## config.mk

```make
export PLATFORM = sky130hd
export DESIGN_NAME = lsu_addr_gen_flat
export DESIGN_NICKNAME = d
export VERILOG_FILES = /design/src/rtl/lsu_addr_gen_if.sv /design/src/rtl/lsu_addr_gen.sv /design/src/flat_wrapper.sv
export SDC_FILE = /design/constraint.sdc
export NUM_CORES = 1
export LEC_CHECK = 0
export ABC_AREA = 0
export CORE_MARGIN = 1
export CORE_UTILIZATION = 50
export CTS_CLUSTER_SIZE = 16
export DETAILED_ROUTE_END_ITERATION = 10
export GPL_TIMING_DRIVEN = 0
export PLACE_DENSITY = 0.84
export SYNTH_ARGS = -nofsm -noshare
export SYNTH_HDL_FRONTEND = slang
export SYNTH_SLANG_ARGS = --single-unit
```

## constraint.sdc

```tcl
create_clock -name clk -period 4.5 [get_ports clk]
set_input_delay 0.9 -clock clk [delete_from_list [all_inputs] [get_ports clk]]
set_output_delay 0.9 -clock clk [all_outputs]
set_load 0.03 [all_outputs]
```

## src/rtl/lsu_addr_gen_if.sv

```systemverilog
// Handshake and bus bundle for the LSU streaming address generator.
// slave  : the view used by lsu_addr_gen itself.
// master : the view used by whatever issues descriptors and consumes addresses.
// Optional 2D descriptor fields are present only when LSU_AGEN_2D_EN is defined.
interface lsu_addr_gen_if #(
    parameter int A_W   = 10,
    parameter int LEN_W = 10
);
    localparam int GA_W = A_W + 3;

    // Descriptor channel
    logic             cfg_valid;
    logic             cfg_ready;
    logic [GA_W-1:0]  cfg_base;
    logic [GA_W-1:0]  cfg_stride;
    logic [LEN_W-1:0] cfg_len;
`ifdef LSU_AGEN_2D_EN
    logic [LEN_W-1:0] cfg_len_outer;
    logic [GA_W-1:0]  cfg_stride_outer;
`endif
    logic             abort;

    // Address channel towards the crossbar
    logic [GA_W-1:0]  LSU_addr_bus;
    logic             addr_valid;
    logic             addr_ready;

    // Status
    logic             busy;
    logic             done;

    modport slave (
`ifdef LSU_AGEN_2D_EN
        input  cfg_len_outer, cfg_stride_outer,
`endif
        input  cfg_valid, cfg_base, cfg_stride, cfg_len, abort, addr_ready,
        output cfg_ready, LSU_addr_bus, addr_valid, busy, done
    );

    modport master (
`ifdef LSU_AGEN_2D_EN
        output cfg_len_outer, cfg_stride_outer,
`endif
        output cfg_valid, cfg_base, cfg_stride, cfg_len, abort, addr_ready,
        input  cfg_ready, LSU_addr_bus, addr_valid, busy, done
    );
endinterface

```

## src/rtl/lsu_addr_gen.sv

```systemverilog
// Per-LSU streaming address generator feeding one LSU_addr_bus input of the
// 8x8 address crossbar. A {base, stride, length} descriptor becomes a stream
// of global word addresses, each presented as {bank_sel, row} with low-order
// bank interleave (bank_sel = g[2:0], row = g[GA_W-1:3]).
// Optional feature macro: LSU_AGEN_2D_EN adds an outer loop
// (cfg_len_outer inner runs, row base advanced by cfg_stride_outer).
module lsu_addr_gen #(
    parameter int A_W   = 10,
    parameter int LEN_W = 10
) (
    input  logic           clk,
    input  logic           rst,
    lsu_addr_gen_if.slave  bus_if
);
    localparam int GA_W = A_W + 3;

    typedef enum logic [1:0] {
        IDLE = 2'd0,
        RUN  = 2'd1,
        DONE = 2'd2
    } state_e;

    state_e           state_q, state_d;
    logic [GA_W-1:0]  cur_q, cur_d;        // global address currently on the bus
    logic [GA_W-1:0]  stride_q, stride_d;
    logic [LEN_W-1:0] rem_q, rem_d;        // addresses left in the current run
    logic [GA_W-1:0]  bus_q, bus_d;        // mapped address driven to the crossbar
`ifdef LSU_AGEN_2D_EN
    logic [GA_W-1:0]  row_base_q, row_base_d;
    logic [GA_W-1:0]  stride_outer_q, stride_outer_d;
    logic [LEN_W-1:0] len_inner_q, len_inner_d;
    logic [LEN_W-1:0] rem_outer_q, rem_outer_d;
    logic [GA_W-1:0]  next_row;
`endif

    logic [GA_W-1:0]  next_addr;
    logic             len_zero;

    // Global address -> {bank_sel, row}; consecutive words land in consecutive banks.
    function automatic logic [GA_W-1:0] map_addr(input logic [GA_W-1:0] g);
        return {g[2:0], g[GA_W-1:3]};
    endfunction

    // Stride addition wraps silently modulo 2^GA_W.
    assign next_addr = cur_q + stride_q;
`ifdef LSU_AGEN_2D_EN
    assign next_row  = row_base_q + stride_outer_q;
    assign len_zero  = (bus_if.cfg_len == '0) || (bus_if.cfg_len_outer == '0);
`else
    assign len_zero  = (bus_if.cfg_len == '0);
`endif

    // Status outputs decode straight from the state register so reset reaches them immediately.
    assign bus_if.cfg_ready    = (state_q == IDLE);
    assign bus_if.addr_valid   = (state_q == RUN);
    assign bus_if.busy         = (state_q != IDLE);
    assign bus_if.done         = (state_q == DONE);
    assign bus_if.LSU_addr_bus = bus_q;

    // Next-state and datapath update for the IDLE -> RUN -> DONE stream sequencer.
    always_comb begin
        // NOTE: every next-state signal gets its hold value first so no branch of the case infers a latch.
        state_d  = state_q;
        cur_d    = cur_q;
        stride_d = stride_q;
        rem_d    = rem_q;
        bus_d    = bus_q;
`ifdef LSU_AGEN_2D_EN
        row_base_d     = row_base_q;
        stride_outer_d = stride_outer_q;
        len_inner_d    = len_inner_q;
        rem_outer_d    = rem_outer_q;
`endif
        case (state_q)
            IDLE: begin
                if (bus_if.cfg_valid) begin
                    cur_d    = bus_if.cfg_base;
                    stride_d = bus_if.cfg_stride;
                    rem_d    = bus_if.cfg_len;
`ifdef LSU_AGEN_2D_EN
                    row_base_d     = bus_if.cfg_base;
                    stride_outer_d = bus_if.cfg_stride_outer;
                    len_inner_d    = bus_if.cfg_len;
                    rem_outer_d    = bus_if.cfg_len_outer;
`endif
                    if (len_zero) begin
                        // Empty stream: the bus keeps its previous value.
                        state_d = DONE;
                    end else begin
                        state_d = RUN;
                        bus_d   = map_addr(bus_if.cfg_base);
                    end
                end
            end
            RUN: begin
                if (bus_if.abort) begin
                    // A coincident handshake still counts downstream; nothing further is issued.
                    state_d = IDLE;
                end else if (bus_if.addr_ready) begin
                    if (rem_q == LEN_W'(1)) begin
`ifdef LSU_AGEN_2D_EN
                        if (rem_outer_q == LEN_W'(1)) begin
                            state_d     = DONE;
                            rem_d       = '0;
                            rem_outer_d = '0;
                        end else begin
                            // Jump to the next row without a bubble.
                            row_base_d  = next_row;
                            cur_d       = next_row;
                            bus_d       = map_addr(next_row);
                            rem_d       = len_inner_q;
                            rem_outer_d = rem_outer_q - LEN_W'(1);
                        end
`else
                        state_d = DONE;
                        rem_d   = '0;
                        cur_d   = next_addr;
`endif
                    end else begin
                        cur_d = next_addr;
                        rem_d = rem_q - LEN_W'(1);
                        bus_d = map_addr(next_addr);
                    end
                end
            end
            DONE: begin
                state_d = IDLE;
            end
            default: begin
                state_d = IDLE;
            end
        endcase
    end

    // State and datapath registers with asynchronous active-high reset.
    always_ff @(posedge clk or posedge rst) begin
        if (rst) begin
            state_q  <= IDLE;
            cur_q    <= '0;
            stride_q <= '0;
            rem_q    <= '0;
            bus_q    <= '0;
`ifdef LSU_AGEN_2D_EN
            row_base_q     <= '0;
            stride_outer_q <= '0;
            len_inner_q    <= '0;
            rem_outer_q    <= '0;
`endif
        end else begin
            // NOTE: non-blocking assignments so every register samples pre-edge values.
            state_q  <= state_d;
            cur_q    <= cur_d;
            stride_q <= stride_d;
            rem_q    <= rem_d;
            bus_q    <= bus_d;
`ifdef LSU_AGEN_2D_EN
            row_base_q     <= row_base_d;
            stride_outer_q <= stride_outer_d;
            len_inner_q    <= len_inner_d;
            rem_outer_q    <= rem_outer_d;
`endif
        end
    end

endmodule

```

## src/flat_wrapper.sv

```systemverilog
// flat-port wrapper written by rule: the top's interface ports become plain ports
module lsu_addr_gen_flat 
#(
    parameter int A_W   = 10,
    parameter int LEN_W = 10
)
  (clk, rst, bus_if_cfg_valid, bus_if_cfg_base, bus_if_cfg_stride, bus_if_cfg_len, bus_if_abort, bus_if_addr_ready, bus_if_cfg_ready, bus_if_LSU_addr_bus, bus_if_addr_valid, bus_if_busy, bus_if_done);
  lsu_addr_gen_if #(.A_W(A_W), .LEN_W(LEN_W)) bus_if_i ();
  input  logic clk;
  input  logic rst;
  input wire logic [$bits(bus_if_i.cfg_valid)-1:0] bus_if_cfg_valid;
  input wire logic [$bits(bus_if_i.cfg_base)-1:0] bus_if_cfg_base;
  input wire logic [$bits(bus_if_i.cfg_stride)-1:0] bus_if_cfg_stride;
  input wire logic [$bits(bus_if_i.cfg_len)-1:0] bus_if_cfg_len;
  input wire logic [$bits(bus_if_i.abort)-1:0] bus_if_abort;
  input wire logic [$bits(bus_if_i.addr_ready)-1:0] bus_if_addr_ready;
  output wire logic [$bits(bus_if_i.cfg_ready)-1:0] bus_if_cfg_ready;
  output wire logic [$bits(bus_if_i.LSU_addr_bus)-1:0] bus_if_LSU_addr_bus;
  output wire logic [$bits(bus_if_i.addr_valid)-1:0] bus_if_addr_valid;
  output wire logic [$bits(bus_if_i.busy)-1:0] bus_if_busy;
  output wire logic [$bits(bus_if_i.done)-1:0] bus_if_done;
  assign bus_if_i.cfg_valid = bus_if_cfg_valid;
  assign bus_if_i.cfg_base = bus_if_cfg_base;
  assign bus_if_i.cfg_stride = bus_if_cfg_stride;
  assign bus_if_i.cfg_len = bus_if_cfg_len;
  assign bus_if_i.abort = bus_if_abort;
  assign bus_if_i.addr_ready = bus_if_addr_ready;
  assign bus_if_cfg_ready = bus_if_i.cfg_ready;
  assign bus_if_LSU_addr_bus = bus_if_i.LSU_addr_bus;
  assign bus_if_addr_valid = bus_if_i.addr_valid;
  assign bus_if_busy = bus_if_i.busy;
  assign bus_if_done = bus_if_i.done;
  lsu_addr_gen #(.A_W(A_W), .LEN_W(LEN_W)) u_core (.clk(clk), .rst(rst), .bus_if(bus_if_i));
endmodule
```

## Yosys cells after proc, flatten, opt, wreduce, memory -nomap -nowiden

Cells that the tools add are included.

- Bits of input ports: 41
- Word-level logic and storage cells: 46
- Register bits: 51

- Muxes and demuxes: 21
- Reductions and logical operators: 8
- $add $sub $neg: 2
- Equality and inequality tests: 10

Operators by type and width:

| kind | number |
|---|---|
| $mux 13 | 8 |
| $pmux 13 s2 | 2 |
| $mux 10 | 4 |
| $pmux 10 s2 | 1 |
| $add 13x13->13 | 1 |
| $eq 10x1->1 const B | 1 |
| $logic_not 10->1 | 1 |
| $mux 2 | 5 |
| $ne 2x2->1 const B | 5 |
| $sub 10x1->10 const B | 1 |
| $reduce_and 6->1 | 1 |
| $pmux 2 s2 | 1 |
| $reduce_and 4->1 | 1 |
| $reduce_bool 2->1 | 2 |
| $ne 3x2->1 const B | 1 |
| $ne 3x3->1 const B | 1 |
| $reduce_and 3->1 | 1 |
| $eq 2x1->1 const B | 1 |
| $eq 2x2->1 const B | 1 |
| $logic_not 2->1 | 1 |
| $reduce_and 2->1 | 1 |

## Logic depth before layout (Yosys ltp)

- Word-level depth: 5
- Gate-level depth with buffers: 8

## Worst setup path before layout

OpenSTA, ideal clock, no wires.

- Kind: input -> register
- Start point: input bus_if_cfg_len[9]
- End point: register u_core.bus_q[5], in the netlist u_core.bus_if.LSU_addr_bus[5]
- Path slack: 1.977 ns
- Stages on the path: 5
- Buffers on the path: 1
- Setup time: 0.125 ns
- Arrival: 2.398 ns
- Cell sequence: or4_1 -> nor4_2 -> a221o_4 -> buf_6 -> mux2_4

- Longest elaborated chain between the ends: 3

Ends and longest elaborated chain:

| what | line | source |
|---|---|---|
| start: declaration | flat_wrapper.sv:14 | `input wire logic [$bits(bus_if_i.cfg_len)-1:0] bus_if_cfg_len;` |
| $logic_not 10->1 | lsu_addr_gen.sv:50 | `assign len_zero = (bus_if.cfg_len == '0);` |
| $ne 2x2->1 (no line) | -- |  |
| $reduce_and 6->1 (no line) | -- |  |
| end signal: assignment | lsu_addr_gen.sv:155 | `bus_q <= bus_d;` |
| end: declaration | lsu_addr_gen.sv:27 | `logic [GA_W-1:0] bus_q, bus_d;` |

Every way passes these cells.
A chain may end at the register's enable or synchronous reset.

## Worst setup path in the final report

- Start point: register u_core.state_q[1]
- End point: output bus_if_addr_valid

- Longest elaborated chain between the ends: 1

Ends and longest elaborated chain:

| what | line | source |
|---|---|---|
| start: declaration | lsu_addr_gen.sv:23 | `state_e state_q, state_d;` |
| start signal: assignment | lsu_addr_gen.sv:151 | `state_q <= state_d;` |
| $eq 2x1->1 | lsu_addr_gen.sv:55 | `assign bus_if.addr_valid = (state_q == RUN);` |
| end: declaration | flat_wrapper.sv:19 | `output wire logic [$bits(bus_if_i.addr_valid)-1:0] bus_if_addr_valid;` |

Every way passes these cells.

==> results list <==
* Result of the run: finished, final reports clean
- For met1 alone, demand over resource in global routing was 0.342.
* Final number of max-transition violations: 0
- Number of search-and-repair iterations in the first detailed-routing pass: 4
- Among the stages of the critical path, the cell type that occurs most often is sky130_fd_sc_hd__buf_2.
- Clock-pin slew was measured on the worst setup and hold paths at 0.09 ns.
- Critical path startpoint category: register
- Die W: 79.2 µm
- Multi-input gate area: 0.00161 mm²
- Clk Latency, worst-skew pair: 0.31 ns
- Cell with the largest stage delay on the worst path: sky130_fd_sc_hd__clkdlybuf4s50_1
* Number of buffers added to fix hold violations after cts: 0
- Main combinational cell family by area after synthesis: compound AO/OA/AOI/OAI gates
- Area share of fa/ha/maj cells after synthesis: 0.0655
- The die covers 0.00628 mm².
- Max Fclk: about 310 MHz
- Number of synthesized register bits: 51
- Global-route wire length before repair: between 10 and 15 mm
* Leading cell types in the layout, fill and taps excluded: sky130_fd_sc_hd__clkdlybuf4s50_1 (57), sky130_fd_sc_hd__dfrtp_1 (51), sky130_fd_sc_hd__nand2_1 (39)
- Worst setup path category: register to output port
- On the worst path, the slowest cell contributes a delay of around 0.73 ns.
- In this run the tightest slew margin relative to its limit is 0.491.
* Hold WS: approximately 0.5 ns
- Global-route usage over all layers: 0.252
- The synthesized netlist contains 52 unique library cells.
- After synthesis, the share of flip-flops with an asynchronous set or reset is 1.00.
- The count of nets left with antenna violations once routing finished came out at 0.
- Post-route worst setup slack: 1.30 ns
- Setup Total Neg Slack: 0 ns
- The final route contains approximately 2600 vias.
- Global routing's busiest layer: met2
- Summing all flip-flop and latch instances after layout gives 0.00128 mm².
- Entering global routing, the biggest net connects 44 pins.
- STA puts the critical path data arrival time at about 2.3 ns.
- CTS placed an instance of sky130_fd_sc_hd__clkbuf_8 at the clock tree root.
- Fraction of layout cells with a size suffix above 1: 0.121
- Of the total power, the clock network draws 0.137.
- Of the total synthesized cell area, the portion taken by AND, OR, NAND and NOR gates is 0.162.
- The count of buffers added on input and output ports is 57.
- Worst hold path type: register to register
* Number of maximum-capacitance constraint violations: 0
- Met2 track demand over resource: 0.411
- Predominant post-synthesis flop cell: sky130_fd_sc_hd__dfrtp_1
* Measured slew at the worst slew-check pin: between 0.7 and 0.8 ns
- The number of clock buffers added by TritonCTS is 5.
- Synthesized net count: around 360
- Fill cell total of the finished layout: about 460
- The most critical setup path has its startpoint at u_core.state_q[1].
* Diode count: 0
- Die outline height: about 80 µm
- CTS saw slightly above 50 sinks.
- Layout Nets: around 430
- Number of DRC markers in iteration 0: 146
- Worst supply voltage drop on vdd: slightly below 0.4 mV
- CTS resizes: 0
- The number of global-route vias before repair is ~2600.
* Crit share post-route: 0.711
- The signal on the critical path passes through nand2b_1 > buf_2 > inv_2 > buf_2 > clkdlybuf4s50_1.
- OpenSTA, run right after detailed placement, puts the worst setup slack at 1.31 ns.
- The library cell used most frequently in the layout, excluding fill and tap cells, is sky130_fd_sc_hd__clkdlybuf4s50_1.
- In this run the critical register-to-register path is captured at u_core.cur_q[10].
- The cell count after synthesis came out at 306.
* Multiplexer share of the synthesized area: 0.0986
* Buffer levels on the longest clock path: 2
- Using the TritonRoute via totals, the vias-per-cell ratio works out to just under 6.
* Count of unresolved DRC violations after routing: 0
- The H-tree was split into 2 levels.
- Fraction of the mapped netlist area in compound gates: 0.195
- Number of enable flip-flop cells after synthesis: 0
- TritonCTS built the clock tree.
* Total grt overflow: 0
- The number of antenna violations at the first check in global routing was 0.
- Number of cell instances on the worst register-to-register path: 7
- Core Box Area: between 0.005 and 0.006 mm²
* Psw: about 0.0010 W
* Final wirelength: ~7.2 mm
- CP Max Fanout: 10
* Worst reg2reg path startpoint: u_core.stride_q[0]
* Relative area change from synthesis to final layout: 26.8%
- The final hold violation count is 0.
* Critical path destination: bus_if_addr_valid
- Relative contribution of combinational cells to total power: 0.539
- STA puts the critical path data required time at roughly 3.6 ns.
* Number of top-level pins: between 50 and 60
- Final critical-path required period: between 3 and 4 ns
- Setup repair after global routing left no endpoint under its margin.
* Total internal power: approximately 0.0014 W
- Register-to-register setup slack: 1.82 ns
* Total power: 0.00244 W
- Total of warnings raised by yosys: 0
- Detailed placement ended at an HPWL of ~5.3 mm.
* Sequential Power Share: 0.324
- Row generation in the floorplan step produced 27 rows.
- Met3 routing resource usage after global routing: 0.0414
- For the final database, setup skew stands at 0.00868 ns.
* Starting Density: 0.528
* Power density over the cells: 646 mW/mm²
- Post-synthesis area per instance: a little under 10 µm²
* Count of final setup violators: 0
- Static leakage: between 1.5 and 2 nW
- Buffers added to address setup during post-CTS repair amount to 0.
* Switch share: 0.428
* Part of the Yosys area used for sequential elements: 0.428
- The cell area that synthesis handed to floorplanning was approximately 0.003 mm².
- Average routed wire per standard cell: ~16 µm
* Gp weighted congestion: about 0.91
* CP Capture Type: output port
* Xor/xnor cell area share of the yosys netlist: 0.0176
==> critical path, delay by kind of cell (launching register included) <==
family	cells	cell delay [ns]
flip-flops	1	0.45
AND/OR/NAND/NOR	1	0.17
buffers and inverters	4	1.37
==> cell families after synthesis <==
logic type / count (synthesis)
XOR/XNOR: 6
multiplexers: 26
AND/OR/NAND/NOR: 92
adder cells (fa/ha/maj): 15
buffers and inverters: 22
AO/OA/AOI/OAI: 94
flip-flops: 51
==> registers in the layout (all words and copies together) (netlist names) <==
| name | flops |
|---|---|
| u_core.bus_if.LSU_addr_bus | 13 |
| u_core.cur_q | 13 |
| u_core.stride_q | 13 |
| u_core.rem_q | 10 |
| u_core.state_q | 2 |
==> cell usage after synthesis (4+ instances only) <==
cell / n / area, µm²
sky130_fd_sc_hd__o21ai_0: 34 / 170
sky130_fd_sc_hd__and3_1: 5 / 31.3
sky130_fd_sc_hd__a22oi_1: 4 / 30.0
sky130_fd_sc_hd__buf_2: 5 / 25.0
sky130_fd_sc_hd__inv_1: 5 / 18.8
sky130_fd_sc_hd__nand2_1: 39 / 146
sky130_fd_sc_hd__or4_1: 4 / 30.0
sky130_fd_sc_hd__clkbuf_1: 9 / 33.8
sky130_fd_sc_hd__ha_1: 14 / 175
sky130_fd_sc_hd__nor2_1: 12 / 45.0
sky130_fd_sc_hd__o211ai_1: 4 / 30.0
sky130_fd_sc_hd__dfrtp_1: 51 / 1280
sky130_fd_sc_hd__mux2_2: 19 / 214
sky130_fd_sc_hd__a21oi_1: 24 / 120
sky130_fd_sc_hd__mux2i_1: 5 / 50.1
sky130_fd_sc_hd__nor3_1: 6 / 30.0
sky130_fd_sc_hd__a21o_1: 4 / 30.0
sky130_fd_sc_hd__nand3_1: 6 / 30.0
==> metal layers <==
| metal | part of all wire | vias up |
|---|---|---|
| li1 | - | 1254 |
| met1 | 0.45 | 1246 |
| met2 | 0.48 | 82 |
| met3 | 0.050 | 12 |
| met4 | 0.020 | 0 |
| met5 | 0 | - |
==> worst min path at each step <==
| stage | from | end | slack [ns] | depth (start not counted) |
|---|---|---|---|---|
| floorplan | u_core.rem_q[7] | u_core.rem_q[7] | 0.44 | 2 |
| global placement | u_core.rem_q[7] | u_core.rem_q[7] | 0.47 | 2 |
| detailed placement | u_core.bus_if.LSU_addr_bus[11] | u_core.bus_if.LSU_addr_bus[11] | 0.47 | 1 |
| CTS | u_core.bus_if.LSU_addr_bus[3] | u_core.bus_if.LSU_addr_bus[3] | 0.49 | 2 |
| global route | u_core.bus_if.LSU_addr_bus[10] | u_core.bus_if.LSU_addr_bus[10] | 0.51 | 1 |
| finish | u_core.bus_if.LSU_addr_bus[10] | u_core.bus_if.LSU_addr_bus[10] | 0.49 | 1 |
==> per-stage QoR <==
step	area [µm²]	util	cells
after floorplan	2980	-	306
after global placement	3640	0.646	435
after detailed placement	3660	0.649	436
after CTS	3780	0.670	444
after global routing	3780	0.670	444
final	3780	0.670	444
==> layout make-up <==
class                           instances  area share
Inverter                                6     0.00596
Buffer                                 16      0.0205
Sequential cell                        51       0.338
Tap cell                               72      0.0238
Clock buffer                            6      0.0218
Timing Repair Buffer                   58       0.156
Multi-Input combinational cell        233       0.425
Clock inverter                          2     0.00927
==> power groups by stage <==
| stage | combinational (W) | sequential, W | clock, W |
|---|---|---|---|
| 4_1_cts | 0.00131 | 0.000790 | 0.000336 |
| 5_1_grt | 0.00147 | 0.000817 | 0.000351 |
| 6_report | 0.00132 | 0.000791 | 0.000335 |
| 3_5_place_dp | 0.00130 | 0.000799 | 0 |
| 2_1_floorplan | 0.000832 | 0.000874 | 0 |
| 3_3_place_gp | 0.00126 | 0.000790 | 0 |
(Power assumes the default switching activity.)
